[src/rtl/regarb_pkg.sv]
// Shared types and requester indices for the register-port arbiter.
package regarb_pkg;

  typedef enum logic [0:0] {StArb, StLock} regarb_state_t;

  localparam int unsigned ReqCore = 0;
  localparam int unsigned ReqDbg  = 1;

endpackage

[src/rtl/rr_arb2.sv]
// Two-way round-robin grant: a tie goes to the requester that did not win last.
module rr_arb2 (
  input  logic [1:0] valid_i,
  input  logic [1:0] mask_i,
  input  logic       rr_last_i,
  output logic [1:0] gnt_o,
  output logic       gnt_idx_o
);

  logic [1:0] elig;

  assign elig = valid_i & ~mask_i;

  always_comb begin
    gnt_idx_o = 1'b0;
    gnt_o     = 2'b00;
    if (&elig) begin
      gnt_idx_o = ~rr_last_i;
    end else begin
      gnt_idx_o = elig[1];
    end
    if (|elig) begin
      gnt_o = gnt_idx_o ? 2'b10 : 2'b01;
    end
  end

endmodule

[src/rtl/reg_port_arbiter.sv]
// Shares the reg_file R1/RegWrite port between core (0) and debug (1) with round-robin and lock.
// Optional statistics counters are built when REGARB_STATS_EN is defined.
module reg_port_arbiter
  import regarb_pkg::*;
#(
  parameter int unsigned W     = 8,
  parameter int unsigned D     = 3,
  parameter int unsigned CNT_W = 16
) (
  input  logic           clk_i,
  input  logic           rst_ni,
  input  logic [1:0]     req_valid_i,
  output logic [1:0]     req_ready_o,
  input  logic [1:0]     req_we_i,
  input  logic [2*D-1:0] req_addr_i,
  input  logic [2*W-1:0] req_wdata_i,
  output logic [1:0]     rsp_valid_o,
  output logic [W-1:0]   rsp_rdata_o,
  input  logic           dbg_lock_i,
  output logic           dbg_locked_o,
  output logic [D-1:0]   rf_r1_o,
  output logic           rf_regwrite_o,
  output logic [W-1:0]   rf_writevalue_o,
  input  logic [W-1:0]   rf_d1_i
`ifdef REGARB_STATS_EN
  ,
  output logic [CNT_W-1:0] grant_cnt0_o,
  output logic [CNT_W-1:0] grant_cnt1_o,
  output logic [CNT_W-1:0] lock_cycles_o
`endif
);

  regarb_state_t state_q;
  logic          rr_last_q;
  logic [1:0]    rsp_valid_q;
  logic [W-1:0]  rsp_rdata_q;

  logic [1:0]    mask, gnt;
  logic          gnt_idx, gnt_any, sel_we, rd_fire;
  logic [D-1:0]  sel_addr;
  logic [W-1:0]  sel_wdata;

  assign mask = (state_q == StLock) ? 2'b01 << ReqCore : 2'b00;

  // No grants while reset is asserted, so nothing can be written to the register file.
  rr_arb2 u_rr_arb2 (
    .valid_i   (req_valid_i & {2{rst_ni}}),
    .mask_i    (mask),
    .rr_last_i (rr_last_q),
    .gnt_o     (gnt),
    .gnt_idx_o (gnt_idx)
  );

  always_comb begin
    gnt_any   = |gnt;
    sel_we    = gnt_idx ? req_we_i[1] : req_we_i[0];
    sel_addr  = gnt_idx ? req_addr_i[2*D-1:D] : req_addr_i[D-1:0];
    sel_wdata = gnt_idx ? req_wdata_i[2*W-1:W] : req_wdata_i[W-1:0];
    rd_fire   = gnt_any & ~sel_we;
  end

  assign req_ready_o     = gnt;
  assign rf_r1_o         = gnt_any ? sel_addr : '0;
  assign rf_regwrite_o   = gnt_any & sel_we;
  assign rf_writevalue_o = gnt_any ? sel_wdata : '0;
  assign rsp_valid_o     = rsp_valid_q;
  assign rsp_rdata_o     = rsp_rdata_q;
  assign dbg_locked_o    = (state_q == StLock);

  always_ff @(posedge clk_i or negedge rst_ni) begin
    if (!rst_ni) begin
      state_q     <= StArb;
      rr_last_q   <= 1'b1;
      rsp_valid_q <= 2'b00;
      rsp_rdata_q <= '0;
    end else begin
      rsp_valid_q <= rd_fire ? gnt : 2'b00;
      if (rd_fire) begin
        rsp_rdata_q <= rf_d1_i;
      end
      unique case (state_q)
        StArb: begin
          if (gnt_any) rr_last_q <= gnt_idx;
          if (dbg_lock_i) state_q <= StLock;
        end
        StLock: begin
          // Leaving lock hands the next tie to the core.
          if (!dbg_lock_i) begin
            state_q   <= StArb;
            rr_last_q <= 1'(ReqDbg);
          end else if (gnt_any) begin
            rr_last_q <= gnt_idx;
          end
        end
        default: state_q <= StArb;
      endcase
    end
  end

`ifdef REGARB_STATS_EN
  logic [CNT_W-1:0] grant_cnt0_q, grant_cnt1_q, lock_cycles_q;

  always_ff @(posedge clk_i or negedge rst_ni) begin
    if (!rst_ni) begin
      grant_cnt0_q  <= '0;
      grant_cnt1_q  <= '0;
      lock_cycles_q <= '0;
    end else begin
      if (gnt[0] && !(&grant_cnt0_q)) grant_cnt0_q <= grant_cnt0_q + 1'b1;
      if (gnt[1] && !(&grant_cnt1_q)) grant_cnt1_q <= grant_cnt1_q + 1'b1;
      if ((state_q == StLock) && !(&lock_cycles_q)) lock_cycles_q <= lock_cycles_q + 1'b1;
    end
  end

  assign grant_cnt0_o  = grant_cnt0_q;
  assign grant_cnt1_o  = grant_cnt1_q;
  assign lock_cycles_o = lock_cycles_q;
`endif

endmodule

[config.mk]
export PLATFORM = sky130hd
export DESIGN_NAME = reg_port_arbiter
export DESIGN_NICKNAME = d
export VERILOG_FILES = /design/src/rtl/regarb_pkg.sv /design/src/rtl/rr_arb2.sv /design/src/rtl/reg_port_arbiter.sv
export SDC_FILE = /design/constraint.sdc
export NUM_CORES = 1
export LEC_CHECK = 0
export ABC_AREA = 1
export ABC_CLOCK_PERIOD_IN_PS = 1800
export BUFFER_PORTS_ARGS = -buffer_cell sky130_fd_sc_hd__buf_2
export CORE_UTILIZATION = 36
export CTS_BUF_LIST = sky130_fd_sc_hd__clkbuf_4 sky130_fd_sc_hd__clkbuf_8 sky130_fd_sc_hd__clkbuf_16
export DETAILED_ROUTE_END_ITERATION = 10
export MAX_ROUTING_LAYER = met4
export PLACE_DENSITY = 0.84
export SKIP_LAST_GASP = 1
export SYNTH_ARGS = -nofsm -noshare
export SYNTH_HDL_FRONTEND = slang
export SYNTH_SLANG_ARGS = --single-unit
[constraint.sdc]
create_clock -name clk_i -period 1.8 [get_ports clk_i]
set_input_delay 0.45 -clock clk_i [delete_from_list [all_inputs] [get_ports clk_i]]
set_output_delay 0.45 -clock clk_i [all_outputs]
set_load 0.01 [all_outputs]
==> run_results.csv, run 1 <==
group,metric,value,unit
setup_path,critPathBufInv,2,
global_routing,grt_pass1_wl,2.76,mm
synthesis,yosysSeqAreaShare,44.2,%
cells_and_area,synthToLayoutAreaGrowth,58.2,%
cells_and_area,final_util,61.8,%
min_path,hp-class,"input port to async pin",
synthesis,ys_warn_count,0,
place,hpwl,1.60,mm
timing,fin_crit,1.97,ns
cells_and_area,fin_area,0.00108,mm^2
timing,skew,0.00326,ns
setup_path,startpoint_type,"flip-flop",
global_routing,grt_pass1_vias,724,
synthesis,synth_nets,130,
power_and_ir_drop,p_leak,0.684,nW
drt,wirelength,1.94,mm
timing,layout_setup_ws,-0.166,ns
drt,dr.pass1.iters,4,
drt,via_count,857,
cts,worstSkewPairLatency,0.27,ns
cts,h-tree-depth,1,
global_routing,antenna_found_initial,0,
setup_path,critPathMaxStageDelay,0.53,ns
drt,drtIter0Drc,5,
synthesis,synth_area,682,um^2
timing,slew_viol_final,0,
power_and_ir_drop,irDropWorstVdd,0.708,mV
cts,cts_tree,"built",
die,start_util,39.1,%
setup_path,cp_top_family,"flip-flops",
power_and_ir_drop,powerDensity,734,mW/mm^2
run,drv_cap,0,
cells_and_area,drive_gt1_share,49.4,%
synthesis,syn_area_per_cell,7.33,um^2
timing,relSlewSlack,79.7,%
synthesis,ys_seq_elements,12,
die,dieArea,0.00207,mm^2
place,port_buffers,61,
synthesis,synth_cell_types,16,
cells_and_area,diodes,0,
timing,setup_viol,13,
timing,holdWs,0.165,ns
cts,path_clk_slew,0.07,ns
cells_and_area,layout.nets,198,
setup_path,critical-path-slowest-cell,"dfstp_2",
setup_path,cp_max_fo,12,
die,coreArea,0.00175,mm^2
drt,drc,0,
timing,finalSetupTns,-1.73,ns
setup_path,critical_path_class,"flip-flop to output port",
setup_path,required,1.35,ns
setup_path,cpMostUsedCell,"nand2_1",
status,outcome,"complete, but fails checks",
synthesis,syn_inst,93,
timing,clock.fmax,0.509,GHz
global_routing,track_usage,19.5,%
timing,rsz0062_at_grt,"yes",
timing,worst_slew_pin_slew,0.304,ns
timing,finalCritPeriodShare,109,%
cts,cts_root_buf,"clkbuf_4",
place,gp_congestion,0.738,
status,violations,"negative setup slack",
global_routing,grt_max_degree,13,
cts,cts_made_buffers,3,
setup_path,crit_path_end_kind,"output port",
drt,via_per_inst,4.63,
setup_path,arrival,1.52,ns
drt,final_antenna_net_count,0,
setup_path,path_cells,"nand4_1, nand2_2, inv_1, nand2_1, nand2_1, buf_2",
global_routing,grt.overflow.total,0,
die,io_pins,62,
die,die_w,45.5,um
cts,cts.sinks,12,
cts,cts_buffer_depth,2,
die,dieHeight,45.5,um
drt,wl_per_cell,10.5,um
die,rows,15,
place,place_area,0.00101,mm^2
timing,hold_viol,0,
-- worst register-to-register path, stage by stage (launching register included) --
cell     delay (ns)
dfstp_2        0.53
nand4_1        0.13
nand2_2        0.12
buf_4          0.12
nand2_2        0.05
buf_4          0.17
nand3_2        0.14
nand2_1        0.07
nand2_1        0.06
-- cells in the final DEF (no fill, tap or decap), types with 2 or more instances in the layout --
cell	n
buf_2	60
buf_4	6
clkbuf_4	3
dfrtp_1	11
inv_1	2
nand2_1	52
nand2_2	3
nand3_1	2
nand4_1	10
-- report_power, final --
group	switching, mW	leakage [nW]	total (mW)	internal (mW)
sequential	0.0203	0.148	0.331	0.311
clock	0.0857	0.0210	0.209	0.123
combinational	0.137	0.515	0.251	0.114
-- area by class of cell --
class,instances,area (um^2)
clock buffers,4,36.3
fillers,167,667
inverters,5,23.8
multi-input cells,71,319
flip-flops and latches,12,302
well taps,25,31.3
repair buffers,68,367
-- flip-flops by register name, indices dropped and copies added (netlist names) --
signal / count
rsp_rdata_o: 8
rsp_valid_o: 2
dbg_locked_o: 1
rr_last_q: 1
-- final timing paths --
path | start | end | slack (ns) | cells after the start
max in group asynchronous | rst_ni | dbg_locked_o | 1.15 | 2
worst max-delay path | rr_last_q | rf_r1_o[1] | -0.17 | 6
worst max register to register | rr_last_q | rsp_rdata_o[4] | 0.33 | 8
min in group clk_i | dbg_lock_i | dbg_locked_o | 0.30 | 1
worst min register to register | rsp_rdata_o[6] | rsp_rdata_o[6] | 0.47 | 2
worst min-delay path | rst_ni | rr_last_q | 0.16 | 1
-- repair_timing --
action,4_1_cts,5_1_grt
gates resized for setup,1,2
hold endpoints to repair,1,0
setup buffers,1,0
endpoints found under the setup margin,14,14
hold buffers,1,0
-- kinds of logic (layout without fill, tap and decap cells) --
logic type,count (synthesis),after routing,synth area share [%]
AOI/OAI and AO/OA,2,2,2.75
buffers and inverters,10,77,8.99
DFF,12,12,44.2
and+or+nand+nor,69,69,44.0
-- per-layer routing --
metal	up-vias	part of all wire [%]	global-route usage, %
met5	-	0	-
met4	0	0.46	10.9
met3	2	11	3.57
met2	53	51	36.3
met1	372	37	18.5
li1	430	-	-
-- Yosys cell counts --
| cell | number | area share, % |
|---|---|---|
| buf_2 | 1 | 0.73 |
| buf_4 | 2 | 2.2 |
| nand3_2 | 1 | 1.5 |
| nand2_1 | 52 | 29 |
| buf_6 | 2 | 3.3 |
| clkinv_1 | 1 | 0.55 |
| o211ai_1 | 1 | 1.1 |
| dfstp_2 | 1 | 3.9 |
| dfrtp_1 | 11 | 40 |
| nor2_1 | 1 | 0.55 |
| nand4_1 | 10 | 9.2 |
| inv_2 | 2 | 1.1 |
| a21boi_2 | 1 | 1.7 |
| nand3_1 | 2 | 1.5 |
| inv_1 | 2 | 1.1 |
| nand2_2 | 3 | 2.8 |
-- metrics by stage --
step	std cells	worst slack [ns]	power, mW
after floorplan	93	0.211	0.460
after detailed placement	179	-0.0507	0.582
final	185	-0.166	0.791
after global routing	185	-0.277	0.845
after global placement	179	0.0160	0.573
after CTS	185	-0.170	0.800
Power figures use the tool's default switching activity.
==> run 2: changes to the inputs <==
--- a/config.mk
+++ b/config.mk
@@ -8,7 +8,7 @@
 export ABC_AREA = 1
 export ABC_CLOCK_PERIOD_IN_PS = 1800
 export BUFFER_PORTS_ARGS = -buffer_cell sky130_fd_sc_hd__buf_2
-export CORE_UTILIZATION = 36
+export CORE_UTILIZATION = 37
 export CTS_BUF_LIST = sky130_fd_sc_hd__clkbuf_4 sky130_fd_sc_hd__clkbuf_8 sky130_fd_sc_hd__clkbuf_16
 export DETAILED_ROUTE_END_ITERATION = 10
 export MAX_ROUTING_LAYER = met4
@@ -16,4 +16,5 @@
 export SKIP_LAST_GASP = 1
 export SYNTH_ARGS = -nofsm -noshare
 export SYNTH_HDL_FRONTEND = slang
+export SYNTH_HIERARCHICAL = 1
 export SYNTH_SLANG_ARGS = --single-unit
==> run 2 against run 1 <==
Net effect:
- the run still ends with negative setup slack left
- count of clock-buffer cells in the layout unchanged
- via count up 15%
- critical path depth up 6
- global-route usage increased by 4.8 points
- total power is 12% higher
- first-iteration DRC count rose by 80%
- highest routed layer unchanged
==> run_results.csv, run 2 <==
group,metric,value,unit
power_and_ir_drop,netSwitchingFraction,33.3,%
synthesis,ys_warn_count,6,
synthesis,synth_cell_types,15,
drt,wirelength,2.40,mm
setup_path,arrival,1.54,ns
timing,fin_crit,1.99,ns
cts,h-tree-depth,1,
synthesis,yosysMostFrequentCell,"nand2_1",
die,dieArea,0.00216,mm^2
die,dieHeight,46.4,um
drt,wl_met3,150,um
timing,layout_setup_ws,-0.190,ns
power_and_ir_drop,irDropWorstVdd,0.316,mV
power_and_ir_drop,powerDensity,689,mW/mm^2
synthesis,synth_edf_count,0,
timing,setup_viol,12,
timing,skew,0.00328,ns
cts,path_clk_slew,0.07,ns
setup_path,crit_path_end_kind,"output port",
global_routing,grt_pass1_vias,929,
place,pre_cts_ws,-0.129,ns
setup_path,required,1.35,ns
timing,hold_viol,0,
timing,finalCritPeriodShare,111,%
power_and_ir_drop,net-switching-power,295,uW
cells_and_area,instances_no_fill,213,
die,die_w,46.4,um
cts,cts_root_buf,"clkbuf_4",
power_and_ir_drop,clockPowerShare,24.2,%
cells_and_area,diodes,0,
cells_and_area,layout.nets,226,
status,outcome,"complete, but fails checks",
cts,cts_tree,"built",
run,drv_cap,0,
drt,wl_met2,1.29,mm
global_routing,grt.overflow.total,0,
synthesis,ys_seq_elements,12,
cells_and_area,synthToLayoutAreaGrowth,75.5,%
timing,finalSetupTns,-2.05,ns
synthesis,synthArstFlopShare,100,%
place,place_area,0.00113,mm^2
timing,clock.fmax,0.502,GHz
die,rows,15,
cells_and_area,drive_gt1_share,54.8,%
global_routing,antenna_found_initial,0,
drt,via_per_inst,4.62,
drt,drc,0,
die,start_util,41.0,%
power_and_ir_drop,total_power,884,uW
status,violations,"negative setup slack",
timing,rsz0062_at_grt,"yes",
synthesis,synth_flop_cell,"dfrtp_1",
power_and_ir_drop,intPower,589,uW
cells_and_area,final_common_cell,"buf_2",
global_routing,grt_max_degree,11,
cts,cts_made_buffers,3,
synthesis,syn_area_per_cell,6.64,um^2
drt,wl_per_cell,11.3,um
cells_and_area,largest_reg_flops,8,
drt,drt-met1-wl,947,um
cts,cts_buffer_depth,2,
synthesis,synthTopCellsByCount,"nand2_1, inv_1, a21oi_1, dfrtp_1, nand3_1",
die,io_pins,62,
setup_path,startpoint_type,"input port",
cts,cts.sinks,12,
die,coreArea,0.00178,mm^2
synthesis,syn_inst,110,
drt,via_count,985,
synthesis,yosys.area.top_type,"dfrtp_1",
setup_path,critical_path_class,"input port to output port",
cells_and_area,layout_common_cells,"buf_2, nand2_1, buf_4",
global_routing,track_usage,24.4,%
power_and_ir_drop,power.share.combinational,36.3,%
drt,routed.top_layer,"met4",
drt,final_antenna_net_count,0,
synthesis,yosysSeqAreaShare,41.3,%
min_path,hp-class,"input port to async pin",
synthesis,synth_top_area_share,37.7,%
setup_path,cp_max_fo,6,
place,port_buffers,61,
cells_and_area,fin_area,0.00128,mm^2
power_and_ir_drop,p_leak,0.764,nW
global_routing,grt_pass1_wl,3.59,mm
cts,worstSkewPairLatency,0.27,ns
synthesis,synth_area,731,um^2
drt,dr.pass1.iters,4,
drt,drtIter0Drc,9,
synthesis,synth_area_leaders,"dfrtp_1, nand2_1, a21oi_1",
place,hpwl,1.75,mm
place,placed_cells,204,
power_and_ir_drop,p_seq_share,39.5,%
place,gp_congestion,0.790,
timing,slew_viol_final,0,
[run 2: changes by cell type after synthesis, moves of 2 or more]
cell / previous run / this run
a21oi_1: 0 / 11
buf_6: 2 / 0
inv_1: 2 / 13
nand2_1: 52 / 49
nand3_1: 2 / 9
nand4_1: 10 / 0
nor2_1: 1 / 5
[run 2: kinds of logic after synthesis]
family	synth area share, %
compound gates	8.56
simple gates	39.7
buf+inv	9.93
flops	41.3
other cells	0.513
[run 2: power groups by stage]
stage | Sequential, mW | Clock, mW | Combinational (mW)
2_1_floorplan | 0.374 | 0 | 0.114
3_3_place_gp | 0.348 | 0 | 0.273
3_5_place_dp | 0.352 | 0 | 0.285
4_1_cts | 0.348 | 0.216 | 0.309
5_1_grt | 0.355 | 0.232 | 0.353
6_report | 0.349 | 0.214 | 0.321
[run 2: worst paths after layout]
path	slack (ns)	endpoint	start	cells past startpoint
hold / removal	0.06	dbg_locked_o	rst_ni	2
setup reg to reg	0.25	rsp_rdata_o[4]	rr_last_q	8
max in group asynchronous	1.55	rr_last_q	rst_ni	2
setup / recovery	-0.19	rf_regwrite_o	rst_ni	12
min in group clk_i	0.30	dbg_locked_o	dbg_lock_i	1
hold reg to reg	0.47	rsp_rdata_o[5]	rsp_rdata_o[5]	2
[run 2: routing by layer]
metal  up-vias  global-route usage [%]
met1       442                    24.2
met4         0                    12.4
li1        492                       -
met5         -                       -
met2        49                    45.3
met3         2                    3.14
[run 2: through the flow]
step	util (%)	hold WS [ns]
floorplan	-	0.154
global placement	63.2	0.369
detailed placement	63.2	0.375
CTS	69.3	0.0569
global route	71.9	0.0527
finish	71.9	0.0646
[run 2: worst max-delay path, cell delays in order]
cell        delay [ns]
buf_4             0.10
nand2_1           0.06
inv_2             0.05
inv_1             0.04
nor2_2            0.13
nand2_4           0.09
inv_6             0.09
clkinvlp_4        0.16
nand2_2           0.11
nand2_2           0.05
nor2_1            0.07
buf_2             0.14
[run 2: cell type report]
type                    count  area, um^2
repair inverters            1        7.51
repair buffers             75         430
well taps                  25        31.3
inverters                  14        60.1
multi-input cells          82         415
flip-flops and latches     12         302
fillers                   140         500
clock buffers               4        36.3
[run 2: what timing repair did]
action	CTS	global route
hold buffers	0	0
pin swaps	7	8
setup endpoints to repair	12	14
setup buffers	2	1
cloned	2	0
gates resized for setup	17	12
